<file path="src/rtl/tcdm_bank_arbiter.sv">
// rtl/tcdm_bank_arbiter.sv - round-robin arbiter granting NB_REQ requesters access to one TCDM bank
// Optional power-on zeroing of the bank is enabled by defining TCDM_ARB_SCRUB_EN.
module tcdm_bank_arbiter #(
   parameter int unsigned NB_REQ     = 4,
   parameter int unsigned ADDR_WIDTH = 8,
   parameter int unsigned DATA_WIDTH = 32,
   localparam int unsigned BE_WIDTH  = DATA_WIDTH / 8,
   localparam int unsigned IDX_W     = (NB_REQ > 1) ? $clog2(NB_REQ) : 1
) (
   input  logic                                  clk_i,
   input  logic                                  rst_ni,
   input  logic [NB_REQ-1:0]                     req_i,
   input  logic [NB_REQ-1:0]                     wen_i,
   input  logic [NB_REQ-1:0][ADDR_WIDTH-1:0]     add_i,
   input  logic [NB_REQ-1:0][DATA_WIDTH-1:0]     data_i,
   input  logic [NB_REQ-1:0][BE_WIDTH-1:0]       be_i,
   output logic [NB_REQ-1:0]                     gnt_o,
   output logic [NB_REQ-1:0]                     r_valid_o,
   output logic [DATA_WIDTH-1:0]                 r_data_o,
   output logic                                  bank_req_o,
   output logic                                  bank_we_o,
   output logic [ADDR_WIDTH-1:0]                 bank_add_o,
   output logic [DATA_WIDTH-1:0]                 bank_wdata_o,
   output logic [BE_WIDTH-1:0]                   bank_be_o,
   input  logic [DATA_WIDTH-1:0]                 bank_rdata_i,
   output logic                                  init_done_o
);

   logic              arb_en;
   logic              found;
   logic              found_g;
   logic [IDX_W-1:0]  winner;
   logic [IDX_W-1:0]  rr_q;
   logic [IDX_W-1:0]  rr_d;
   logic [NB_REQ-1:0] r_valid_q;

`ifdef TCDM_ARB_SCRUB_EN
   typedef enum logic {SCRUB, ARB} state_e;

   state_e                state_q;
   state_e                state_d;
   logic [ADDR_WIDTH-1:0] scrub_cnt_q;
   logic [ADDR_WIDTH-1:0] scrub_cnt_d;

   always_ff @(posedge clk_i or negedge rst_ni) begin
      if (!rst_ni) begin
         state_q     <= SCRUB;
         scrub_cnt_q <= '0;
      end else begin
         state_q     <= state_d;
         scrub_cnt_q <= scrub_cnt_d;
      end
   end

   always_comb begin
      state_d     = state_q;
      scrub_cnt_d = scrub_cnt_q;
      case (state_q)
         SCRUB: begin
            scrub_cnt_d = scrub_cnt_q + 1'b1;
            if (&scrub_cnt_q) state_d = ARB;
         end
         default: state_d = ARB;
      endcase
   end

   assign arb_en      = (state_q == ARB);
   assign init_done_o = arb_en;
`else
   assign arb_en      = 1'b1;
   assign init_done_o = 1'b1;
`endif

   // First requester at or above rr_q, wrapping around.
   always_comb begin
      found  = 1'b0;
      winner = '0;
      for (int unsigned i = 0; i < NB_REQ; i++) begin
         if (!found && req_i[IDX_W'((32'(rr_q) + i) % NB_REQ)]) begin
            found  = 1'b1;
            winner = IDX_W'((32'(rr_q) + i) % NB_REQ);
         end
      end
   end

   // Reset gating keeps grants and bank requests quiet while rst_ni is low.
   assign found_g = found && arb_en && rst_ni;
   assign gnt_o   = found_g ? (NB_REQ'(1) << winner) : '0;

   always_comb begin
      bank_req_o   = found_g;
      bank_we_o    = ~wen_i[winner];
      bank_add_o   = add_i[winner];
      bank_wdata_o = data_i[winner];
      bank_be_o    = be_i[winner];
`ifdef TCDM_ARB_SCRUB_EN
      if (state_q == SCRUB) begin
         bank_req_o   = rst_ni;
         bank_we_o    = 1'b1;
         bank_add_o   = scrub_cnt_q;
         bank_wdata_o = '0;
         bank_be_o    = '1;
      end
`endif
   end

   always_comb begin
      rr_d = rr_q;
      if (found_g) rr_d = (winner == IDX_W'(NB_REQ - 1)) ? '0 : winner + 1'b1;
   end

   always_ff @(posedge clk_i or negedge rst_ni) begin
      if (!rst_ni) begin
         rr_q      <= '0;
         r_valid_q <= '0;
      end else begin
         rr_q      <= rr_d;
         r_valid_q <= gnt_o;
      end
   end

   assign r_valid_o = r_valid_q;
   assign r_data_o  = bank_rdata_i;

endmodule

</file>
<file path="config.mk">
export PLATFORM = sky130hd
export DESIGN_NAME = tcdm_bank_arbiter
export DESIGN_NICKNAME = d
export VERILOG_FILES = /design/src/rtl/tcdm_bank_arbiter.sv
export SDC_FILE = /design/constraint.sdc
export NUM_CORES = 1
export LEC_CHECK = 0
export ABC_AREA = 1
export CORE_AREA = 8 8 111 113
export CTS_BUF_LIST = sky130_fd_sc_hd__clkbuf_8
export DETAILED_ROUTE_END_ITERATION = 12
export DIE_AREA = 0 0 119 121
export PLACE_DENSITY = 0.84
export SYNTH_ARGS = -nofsm -noshare
export SYNTH_HDL_FRONTEND = slang
export SYNTH_SLANG_ARGS = --single-unit
</file>
<file path="constraint.sdc">
create_clock -name clk_i -period 7.8 [get_ports clk_i]
set_input_delay 2.34 -clock clk_i [delete_from_list [all_inputs] [get_ports clk_i]]
set_output_delay 2.34 -clock clk_i [all_outputs]
set_load 0.1 [all_outputs]
</file>
==> metrics.txt, run 1 <==
max cap viols 0; Yosys cell types 21; TritonCTS buffer count 3; vias in the first global route 4260; Synth area leaders nand2_1 (33%), nand4_1 (19%), inv_1 (13%); arrival time worst endpoint 4.68 ns; TritonCTS clock tree done; Period minus WS final 7.02 ns; Worst Clk Skew 0.00270 ns; RSZ-0062 raised after global routing no; DR vias/cell 4.80; Iteration-0 DRC Markers 318; Critical Path Source Type input port; IO Pins 305; Multi-input gate area 1930 sq um; Layout Nets 1000; die width 119 microns; first-pass GRT wire length 22000 microns; die footprint 14400 sq um; Max Clk Rate 142 MHz; CP max stage delay 0.48 ns; endpoints failing setup 0; most numerous cell on the critical path nand2_1; number of synthesis warnings 0; Syn Inst Count 610; H-tree levels 1; first-pass iteration count of the detailed router 4; Mapped Nets 829; slowest CP cell clkdlybuf4s50_1; WP data required 5.46 ns; Fin. Hold Viols 0; layout cells sized above 1 9.11%; CP Cell Sequence clkdlybuf4s50_1, inv_1, nand2_1, nand3_1, nand2_1, nor2_2, nand3_4, buf_4, nand2_1, inv_1, nand2_1, nor2_1, buf_12; Root Driver clkbuf_8; setup TNS 0 ns; Synth top area share 33.4%; post-cts resize count 0; Vias 4414; total global-route track usage 18.4%; hold_buf cts 0; Crit Path Class input port to output pin; Seq/Total Area, Yosys 5.12%; Min-Delay Startpoint rr_q[1]; Critical Path Sink Type output pin; PortBufs 239; clock latency on the worst-skew pair 0.22 ns; syn avg cell area 4.81 sq um; largest net degree at the start of global routing 91; fin. max-slew vios 0; fill cell count 1021; Std-Cell Rows 38; dpl hpwl 11200 microns; post-CTS setup repair buffer count 0; clock buffer depth 2; Core Box Area 10600 sq um; initial antenna violation count 0; status complete, no violations; initial core utilization 27.7%; post-route ant nets 0; clk slew on worst S/H paths 0.04 ns; Total Wirelength 14400 microns; # clock sinks 6; die span in y 121 microns; Routed wire per std cell 15.6 microns; grt total ovfl 0; synthesized area 2930 sq um; Worst Setup SP req_i[1]; Slew @ Worst Pin 0.993 ns; Residual DRC 0; Slew HR 33.6%; fin crit share 90.0%; worst min path class flop to flop; ant diodes 0; Storage cell area 150 sq um; Area Growth Syn to Fin 93.3%; r2r startpoint rr_q[0]; worst-path fanout max 45; register bit count reported by yosys 6; gpl congestion 0.837; cell taking the most area after synthesis nand2_1
## metal layers
metal  track usage (%)  vias up  routed length, microns
li1                  -     2230                       -
met1              19.8     1967                    5390
met2              33.7      201                    7350
met3              6.98       16                    1490
met4              3.32        0                     152
met5                 0        -                       0
## final timing paths
kind	depth (start not counted)	slack, ns	endpoint
max in group asynchronous	1	5.17	r_valid_o[0]
min	2	0.73	rr_q[1]
max	13	0.78	gnt_o[0]
min in group asynchronous	1	2.38	rr_q[0]
min reg2reg	2	0.73	rr_q[1]
max reg2reg	9	5.38	r_valid_o[1]
## cell usage in the layout, fill, tap and decap left out
master	instances
nand2_1	261
clkdlybuf4s50_1	189
inv_1	100
nand4_1	90
buf_12	52
nand3_1	51
buf_4	6
dfrtp_1	6
nor2_1	5
inv_2	3
nand3_4	3
clkbuf_8	3
o21ai_0	2
inv_4	1
nand2_4	1
nor2_2	1
a31oi_1	1
nand3_2	1
nor3_1	1
ha_1	1
conb_1	1
## critical path, delay by kind of cell
kind                   cells  cell delay, ns
buffers and inverters      5            1.32
AND/OR/NAND/NOR            8            1.00
## cell families after synthesis
group	after synthesis	synth area share, %
AND/OR/NAND/NOR	414	63.9
buffers and inverters	185	29.9
flip-flops	6	5.12
AO/OA/AOI/OAI	3	0.555
adder cells (fa/ha/maj)	1	0.426
other	1	0.128
## flip-flops by register name (all words and copies together), names as in the netlist
register and cells:
r_valid_o 4, rr_q 2
## cell type report
cell class / instances / share of cell area [%]
Timing Repair Buffer: 247 / 52.5
Multi-Input combinational cell: 419 / 34.1
Inverter: 104 / 6.93
Tap cell: 140 / 3.09
Sequential cell: 6 / 2.65
Clock buffer: 3 / 0.728
## cells in the mapped netlist
library cell  number
nor2_1             5
clkbuf_1          18
conb_1             1
nand3_1           52
inv_1            100
buf_6              2
inv_4              1
nand2_4            1
inv_2              3
o21ai_0            2
a31oi_1            1
ha_1               1
nor3_1             1
buf_1              5
buf_4             38
buf_2             18
nand2_1          261
nor2_2             1
nand4_1           90
nand3_2            3
dfrtp_1            6
## metrics by stage
step           instances  worst slack (ns)  area (sq um)  hold slack, ns  utilization, %
6_report             919             0.778          5670           0.728            53.5
5_1_grt              919             0.612          5670           0.779            53.5
4_1_cts              919             0.800          5670           0.725            53.5
3_5_place_dp         916             0.818          5630           0.720            53.1
3_3_place_gp         916             0.878          5630           0.695            53.1
2_1_floorplan        610             0.150          2930           0.619               -
Power of run 1 is not shown: default switching activity piles up to over one toggle a cycle in this logic, so the estimate is an artifact.
==> inputs of run 2 (changes only) <==
--- a/config.mk
+++ b/config.mk
@@ -10,7 +10,7 @@
 export CTS_BUF_LIST = sky130_fd_sc_hd__clkbuf_8
 export DETAILED_ROUTE_END_ITERATION = 12
 export DIE_AREA = 0 0 119 121
-export PLACE_DENSITY = 0.84
+export PLACE_DENSITY_LB_ADDON = 0.2
 export SYNTH_ARGS = -nofsm -noshare
 export SYNTH_HDL_FRONTEND = slang
 export SYNTH_SLANG_ARGS = --single-unit
==> metrics.txt, run 2 (synthesized netlist as in run 1, its figures left out) <==
status complete, no violations; worst-path fanout max 30 (-33%); H-tree levels 1 (unchanged); max cap viols 0 (unchanged); clk slew on worst S/H paths 0.04 ns (about the same); Core Box Area 10600 sq um (unchanged); ant diodes 0 (unchanged); worst min path class flop to flop; Crit Path Class input port to output pin; post-route ant nets 0 (unchanged); clock latency on the worst-skew pair 0.22 ns (about the same); hold_buf cts 0 (unchanged); die footprint 14400 sq um (unchanged); post-CTS setup repair buffer count 0 (unchanged); min setup slack post-route 0.622 ns (-0.156 ns); initial core utilization 27.7% (unchanged); Slew @ Worst Pin 0.981 ns (-0.0120 ns); initial antenna violation count 0 (unchanged); Critical Path Source Type input port; # clock sinks 6 (unchanged); Area Growth Syn to Fin 93.1% (about the same); gpl congestion 0.867 (+3.6%); vias in the first global route 4394 (+3.1%); commonest cells after routing, fill and taps aside nand2_1 (261), clkdlybuf4s50_1 (189), inv_1 (100); WP data required 5.46 ns (about the same); arrival time worst endpoint 4.84 ns (+0.16 ns); Std-Cell Rows 38 (unchanged); commonest non-fill, non-tap cell in the layout nand2_1; met1 wire length 5470 microns (+1.7%); dpl hpwl 11700 microns (+4.4%); met3 WL 1200 microns (-19%); Fin. Hold Viols 0 (unchanged); total global-route track usage 19.2% (+0.89 points); Iteration-0 DRC Markers 389 (+22%); setup TNS 0 ns (unchanged); Slew HR 34.4% (+0.80 points); first-pass GRT wire length 23200 microns (+5.3%); Layout Nets 1001 (+0.10%); TritonCTS clock tree done; RSZ-0062 raised after global routing no; Routed wire per std cell 16.0 microns (+2.4%); Root Driver clkbuf_8; fin crit share 92.0% (+2.0 points); fill cell count 1060 (+3.8%); hold slack 0.680 ns (-0.0483 ns); uppermost layer routed met4; clock buffer depth 2 (unchanged); endpoints failing setup 0 (unchanged); Layout Utilization 53.4% (about the same); DR vias/cell 4.77 (-0.72%); met2 wire len 7600 microns (+3.5%); post-cts resize count 0 (unchanged); Vias 4387 (-0.61%); layout cells sized above 1 9.23% (+0.12 points); Critical Path Sink Type output pin; Residual DRC 0 (unchanged); Period minus WS final 7.18 ns (+0.156 ns); max reg flops 4 (unchanged); first-pass iteration count of the detailed router 7 (+3); die span in y 121 microns (unchanged); Setup WS pre-CTS 0.629 ns (-0.189 ns); Total Wirelength 14700 microns (+2.5%); die width 119 microns (unchanged); Max Clk Rate 139 MHz (-2.2%); largest net degree at the start of global routing 91 (unchanged); Worst Clk Skew 0.00198 ns (-0.000720 ns); TritonCTS buffer count 3 (unchanged); grt total ovfl 0 (unchanged); PortBufs 239 (unchanged); IO Pins 305 (unchanged); fin. max-slew vios 0 (unchanged)
run 2: changes by cell type in the layout (fill, tap and decap cells not counted), sizes merged:
cell,delta
buf,+1
run 2: area by class of cell:
type / count / area, sq um / share of cell area, %
repair buffers: 248 / 2970 / 52.5
multi-input cells: 419 / 1930 / 34.1
flip-flops and latches: 6 / 150 / 2.65
clock buffers: 3 / 41.3 / 0.729
well taps: 140 / 175 / 3.09
inverters: 104 / 393 / 6.93
run 2: critical path: stages:
cell	delay, ns
clkdlybuf4s50_1	0.43
inv_1	0.08
nand2_1	0.07
nand3_1	0.13
nand2_1	0.11
nor2_2	0.20
nand3_4	0.26
nand3_4	0.39
buf_4	0.33
nand2_1	0.08
nand2_1	0.06
nand2_1	0.06
nand2_1	0.11
buf_12	0.18
run 2: worst paths after layout:
check	startpoint	end	slack [ns]	cells past startpoint
worst max-delay path	req_i[1]	bank_be_o[2]	0.62	14
worst min-delay path	rr_q[1]	rr_q[1]	0.68	2
worst max register to register	rr_q[0]	r_valid_o[3]	5.25	11
worst min register to register	rr_q[1]	rr_q[1]	0.68	2
max in group asynchronous	rst_ni	r_valid_o[0]	5.19	1
min in group asynchronous	rst_ni	r_valid_o[3]	2.38	1
run 2: per-layer routing:
metal  vias to the layer above  track usage [%]
met5                         -                0
met4                         0             5.93
met3                        38             5.72
met2                       178             35.7
met1                      1936             20.5
li1                       2235                -
run 2: metrics by stage:
stage / cell area [sq um] / std cells
3_3_place_gp: 5630 / 917
6_report: 5670 / 920
4_1_cts: 5670 / 920
5_1_grt: 5670 / 920
2_1_floorplan: 2930 / 610
3_5_place_dp: 5630 / 917
Power of run 2 is left out for the same reason.
